==> src/rtl/temp_ascii_fmt_pkg.sv <==
// Shared types, ASCII constants and the double-dabble step used by the
// temperature-to-ASCII formatter.
package temp_ascii_fmt_pkg;

  typedef enum logic [1:0] {
    ST_IDLE = 2'd0,
    ST_CONV = 2'd1,
    ST_SEND = 2'd2
  } state_e;

  localparam int TEMP_W    = 12;
  localparam int FIELD_LEN = 8;

  localparam logic [7:0] ASC_ZERO  = 8'h30;
  localparam logic [7:0] ASC_MINUS = 8'h2D;
  localparam logic [7:0] ASC_DOT   = 8'h2E;
  localparam logic [7:0] ASC_SPACE = 8'h20;

  // One shift-add-3 iteration on {hundreds, tens, ones, binary[7:0]}.
  function automatic logic [19:0] dd_step(input logic [19:0] sr);
    logic [19:0] t;
    t = sr;
    if (t[11:8]  >= 4'd5) t[11:8]  = t[11:8]  + 4'd3;
    if (t[15:12] >= 4'd5) t[15:12] = t[15:12] + 4'd3;
    if (t[19:16] >= 4'd5) t[19:16] = t[19:16] + 4'd3;
    return {t[18:0], 1'b0};
  endfunction

endpackage

==> src/rtl/temp_ascii_fmt_bcd.sv <==
// 8-bit sequential double-dabble: one iteration per clock, eight in total.
// The first iteration runs on the start edge (the BCD part is zero then,
// so it is a plain shift); o_done pulses the cycle the digits are final.
module bin8_to_bcd_seq
  import temp_ascii_fmt_pkg::*;
(
  input  logic       clk,
  input  logic       reset,
  input  logic       i_start,
  input  logic [7:0] i_bin,
  output logic       o_done,
  output logic [3:0] o_hundreds,
  output logic [3:0] o_tens,
  output logic [3:0] o_ones
);

  logic [19:0] r_sr;
  logic [3:0]  r_cnt;
  logic        r_done;

  // Load-and-first-step on start, then count the remaining seven steps down.
  always_ff @(posedge clk) begin
    if (reset) begin
      r_sr   <= '0;
      r_cnt  <= '0;
      r_done <= 1'b0;
    end else begin
      r_done <= 1'b0;
      if (i_start) begin
        r_sr  <= dd_step({12'd0, i_bin});
        r_cnt <= 4'd7;
      end else if (r_cnt != 4'd0) begin
        r_sr  <= dd_step(r_sr);
        r_cnt <= r_cnt - 4'd1;
        if (r_cnt == 4'd1) r_done <= 1'b1;
      end
    end
  end

  assign o_done     = r_done;
  assign o_hundreds = r_sr[19:16];
  assign o_tens     = r_sr[15:12];
  assign o_ones     = r_sr[11:8];

endmodule

==> src/rtl/temp_ascii_fmt.sv <==
// Formats a signed 12-bit temperature (LSB 1/16 degC) as "+ddd.d C" and
// streams the eight characters over a valid/ready handshake.
//   state   | meaning
//   ST_IDLE | waiting for a sample, temp_ready high
//   ST_CONV | integer part going through double-dabble
//   ST_SEND | streaming characters, index 0..7
module temp_ascii_fmt
  import temp_ascii_fmt_pkg::*;
#(
  parameter logic [7:0] UNIT_CHAR = 8'h43,
  parameter logic [7:0] PLUS_CHAR = 8'h2B
) (
  input  logic              clk,
  input  logic              reset,
  input  logic              temp_valid,
  output logic              temp_ready,
  input  logic [TEMP_W-1:0] temp_data,
  output logic              char_valid,
  input  logic              char_ready,
  output logic [7:0]        char_data,
  output logic              char_last,
  output logic              busy
);

  state_e      r_state;
  logic        r_sign;
  logic [3:0]  r_tenths;
  logic [2:0]  r_idx;
  logic [7:0]  r_char_data;
  logic        r_char_valid;
  logic        r_char_last;
  logic        r_busy;
  logic        r_temp_ready;

  logic [TEMP_W-1:0] w_mag;
  logic [7:0]        w_frac10;
  logic [3:0]        w_tenths;
  logic              w_accept;
  logic              w_bcd_done;
  logic [3:0]        w_hund;
  logic [3:0]        w_tens;
  logic [3:0]        w_ones;

  // 12'h800 negates to itself, which reads correctly as unsigned 2048.
  assign w_mag    = temp_data[TEMP_W-1] ? -temp_data : temp_data;
  assign w_frac10 = {4'd0, w_mag[3:0]} * 8'd10;
  assign w_tenths = 4'(w_frac10 >> 4);
  assign w_accept = temp_valid && r_temp_ready && (r_state == ST_IDLE);

  bin8_to_bcd_seq u_bcd (
    .clk        (clk),
    .reset      (reset),
    .i_start    (w_accept),
    .i_bin      (w_mag[11:4]),
    .o_done     (w_bcd_done),
    .o_hundreds (w_hund),
    .o_tens     (w_tens),
    .o_ones     (w_ones)
  );

  function automatic logic [7:0] f_char(input logic [2:0] idx);
    case (idx)
      3'd0:    f_char = r_sign ? ASC_MINUS : PLUS_CHAR;
      3'd1:    f_char = ASC_ZERO + {4'd0, w_hund};
      3'd2:    f_char = ASC_ZERO + {4'd0, w_tens};
      3'd3:    f_char = ASC_ZERO + {4'd0, w_ones};
      3'd4:    f_char = ASC_DOT;
      3'd5:    f_char = ASC_ZERO + {4'd0, r_tenths};
      3'd6:    f_char = ASC_SPACE;
      default: f_char = UNIT_CHAR;
    endcase
  endfunction

  // Control FSM; every output is a register so char_data holds under stall.
  always_ff @(posedge clk) begin
    if (reset) begin
      r_state      <= ST_IDLE;
      r_sign       <= 1'b0;
      r_tenths     <= '0;
      r_idx        <= '0;
      r_char_data  <= 8'h00;
      r_char_valid <= 1'b0;
      r_char_last  <= 1'b0;
      r_busy       <= 1'b0;
      r_temp_ready <= 1'b0;
    end else begin
      case (r_state)
        ST_IDLE: begin
          r_temp_ready <= 1'b1;
          if (w_accept) begin
            r_sign       <= temp_data[TEMP_W-1];
            r_tenths     <= w_tenths;
            r_temp_ready <= 1'b0;
            r_busy       <= 1'b1;
            r_state      <= ST_CONV;
          end
        end
        ST_CONV: begin
          if (w_bcd_done) begin
            r_state      <= ST_SEND;
            r_idx        <= 3'd0;
            r_char_data  <= f_char(3'd0);
            r_char_valid <= 1'b1;
            r_char_last  <= 1'b0;
          end
        end
        ST_SEND: begin
          if (r_char_valid && char_ready) begin
            if (r_idx == 3'(FIELD_LEN - 1)) begin
              r_state      <= ST_IDLE;
              r_char_valid <= 1'b0;
              r_char_last  <= 1'b0;
              r_busy       <= 1'b0;
              r_temp_ready <= 1'b1;
            end else begin
              r_idx       <= r_idx + 3'd1;
              r_char_data <= f_char(r_idx + 3'd1);
              r_char_last <= (r_idx == 3'(FIELD_LEN - 2));
            end
          end
        end
        default: r_state <= ST_IDLE;
      endcase
    end
  end

  assign temp_ready = r_temp_ready;
  assign char_valid = r_char_valid;
  assign char_data  = r_char_data;
  assign char_last  = r_char_last;
  assign busy       = r_busy;

endmodule

==> config.mk <==
export PLATFORM = sky130hd
export DESIGN_NAME = temp_ascii_fmt
export DESIGN_NICKNAME = d
export VERILOG_FILES = /design/src/rtl/temp_ascii_fmt_pkg.sv /design/src/rtl/temp_ascii_fmt_bcd.sv /design/src/rtl/temp_ascii_fmt.sv
export SDC_FILE = /design/constraint.sdc
export NUM_CORES = 1
export LEC_CHECK = 0
export ABC_CLOCK_PERIOD_IN_PS = 3500
export CAP_MARGIN = 10
export CORE_MARGIN = 2
export CORE_UTILIZATION = 56
export CTS_CLUSTER_DIAMETER = 40
export CTS_CLUSTER_SIZE = 28
export DETAILED_ROUTE_END_ITERATION = 6
export GPL_TIMING_DRIVEN = 0
export MAX_ROUTING_LAYER = met4
export PLACE_DENSITY_LB_ADDON = 0.3
export RECOVER_POWER = 100
export SYNTH_ARGS = -nofsm -noshare
export SYNTH_HDL_FRONTEND = slang
export SYNTH_SLANG_ARGS = --single-unit
==> constraint.sdc <==
create_clock -name clk -period 3.5 [get_ports clk]
set_clock_uncertainty 0.2 [all_clocks]
set_input_delay 0.7 -clock clk [delete_from_list [all_inputs] [get_ports clk]]
set_output_delay 0.7 -clock clk [all_outputs]
set_load 0.02 [all_outputs]
==> results.txt <==
XOR/XNOR share of the synthesized area = 5.02%
Clk Tree Root Cell = clkbuf_8
Row cnt = 24
Core ar. = 0.00444 mm²
PwrDens = 503 mW/mm²
Reg power frac = 42.8%
Leakage = 1.10 nW
Syn Inst Count = 320
Post-synth top area share = 34.4%
Synth Warn # = 0
Synthesized area per cell = 8.18 µm²
Synth top area cells = dfxtp_1, ha_1, a21oi_1
RSZ-0062 raised after global routing = false
H-Tree Depth = 2
Number of antenna violations at the first check in global routing = 0
Synth cell types = 46
Worst-path fanout max = 4
Post-synth ARST share = 0%
Complex-gate fraction of the synthesized area = 20.8%
Area Overhead vs Synth = 13.8%
Type of origin of the critical path = input port
Kind of critical path = in -> reg
Internal Pwr Total = 0.000926 W
Post-CTS setup buffers = 0
Pre-CTS setup slack = 0.151 ns
Synth Area in Adders = 9.84%
Worst-skew pair later-pin latency = 0.31 ns
Fmax = 318 MHz
Switch Pwr = 0.000572 W
Clock-pin slew on the worst setup and hold paths = 0.09 ns
Antenna cell count = 0
IO Pins = 28
# hold bufs at CTS = 0
Setup_tns = 0 ns
Clk buf depth = 2
Post-synth top area cell = dfxtp_1
Overflow after GRT = 0
Vias in the first global route = 2055
Period minus WS final = 3.14 ns
Dominant synthesized flop cell = dfxtp_1
Tightest Pin Transition = 0.568 ns
Final WS setup = 0.357 ns
Register area share after synthesis = 34.4%
Resized cells post-CTS = 0
GR Util All Layers = 23.5%
Max VDD drop = 0.263 mV
Hold_ws = 0.261 ns
CTS buffer count = 5
Final setup violation count = 0
Relative slew margins = 62.1%
Final hold vios = 0
Input/output buffers = 26
Seq cells post-synth = 45
Status = complete, no violations
Power share of the combinational group = 35.0%
Mapped cell area = 0.00262 mm²
Layout cell share with drive strength beyond 1 = 4.52%
Final core utilization = 67.1%
Switching share of power = 38.2%
GPL Wtd Cong = 0.879
# nets final = 389
Detail Route Antenna Nets = 0
Synth Net Count = 356
Clk sinks = 45
Final Slew Violations = 0
Total of max-cap violations = 0
First-pass GRT wire length = 9490 µm
Initial Util = 58.9%
Largest net degree at the start of global routing = 16
Number of flops mapped to enable cells by yosys = 0
Part of the cycle the worst path needs = 89.8%
DRC = 0
Starting DRT DRC Count = 163
Die W = 72.4 µm
Main combinational cell family by area after synthesis = compound AO/OA/AOI/OAI gates
Full die area = 0.00524 mm²
WL final = 5630 µm
Via count = 2302
CTS tree = built
Drt first pass iters = 4
Most numerous cell in the Yosys netlist = dfxtp_1
Most common library cells after synthesis = dfxtp_1, nand2_1, a21oi_1
Worst Path Required = 3.53 ns
Dpl hpwl = 4200 µm
Hold Path Class = reg -> reg
Routed wire per std cell = 13.9 µm
Clock power share = 22.2%
Crit end category = register
Avg Vias per Cell = 5.67
Mux cell area share after synthesis = 3.11%
Crit path arrival time = 3.17 ns
Simple logic cell fraction of the synthesized area = 20.4%
Die Y-Extent = 72.4 µm
==> cell type report <==
cell class                      instances  area (µm²)
Buffer                                 18        75.1
Clock buffer                            5        68.8
Clock inverter                          3        21.3
Fill cell                             376        1460
Inverter                               20        75.1
Multi-Input combinational cell        237        1510
Sequential cell                        45         901
Tap cell                               52        65.1
Timing Repair Buffer                   26         260
==> per-stage QoR <==
stage                     std cells  instance area [µm²]  power, W
after floorplan                 320                 2620   0.00103
after global placement          398                 2940   0.00116
after detailed placement        398                 2940   0.00118
after CTS                       406                 3030   0.00151
after global routing            406                 2980   0.00160
final                           406                 2980   0.00150
==> worst paths after layout <==
kind / startpoint / end / slack [ns] / depth (start not counted)
max: temp_data[2] / r_tenths[2] / 0.36 / 10
min: char_data[4] / char_data[4] / 0.26 / 2
max reg2reg: r_idx[0] / char_data[1] / 1.10 / 6
min reg2reg: char_data[4] / char_data[4] / 0.26 / 2
==> per-layer routing <==
layer	track usage, %	vias to the layer above	wire [µm]
met1	32.1	1043	2740
met4	7.82	0	49
met2	35.4	64	2550
met5	-	-	0
met3	4.03	4	288
li1	-	1191	-
==> critical path: stages <==
cell,delay (ns)
dlygate4sd3_1,0.59
o31ai_1,0.26
xor2_1,0.30
inv_1,0.08
ha_1,0.28
ha_1,0.17
inv_1,0.06
fa_1,0.38
xnor2_1,0.14
a211oi_1,0.22
==> layout by cell type, fill, tap and decap left out, types with 3 or more instances in the layout <==
cell type        count
nor3_1               9
clkdlybuf4s50_1     11
nand2_1             41
xnor2_1             14
o221ai_1             3
mux2i_1              7
ha_1                19
nor2_1              29
a21oi_1             34
buf_2                3
o41ai_1              4
a211oi_1             6
dlygate4sd3_1       15
nor2b_1              3
a311oi_1             7
a22oi_1              6
o21ai_0             13
nand3_1              8
clkbuf_1            13
dfxtp_1             45
nand2b_1             7
inv_1               20
clkbuf_8             5
==> logic make-up after synthesis <==
| logic type | count (synthesis) |
|---|---|
| compound gates | 80 |
| xor+xnor | 15 |
| fa+ha+maj | 20 |
| buf+inv | 38 |
| flops | 45 |
| mux | 8 |
| other cells | 1 |
| simple gates | 113 |
==> registers in the layout (all words and copies together), names as in the netlist <==
name / flops
r_state: 2
u_bcd.o_done: 1
char_last: 1
r_sign: 1
char_data: 7
u_bcd.r_sr: 19
r_tenths: 4
r_idx: 3
u_bcd.r_cnt: 4
char_valid: 1
temp_ready: 1
busy: 1
==> power by group through the flow <==
stage	logic, W	clock network, W	registers [W]
after floorplan	0.000388	0	0.000639
after detailed placement	0.000529	0	0.000651
after CTS	0.000533	0.000337	0.000640
after global routing	0.000594	0.000358	0.000650
final	0.000524	0.000333	0.000641
after global placement	0.000513	0	0.000650
No activity file was read; power rests on OpenSTA's default activity.
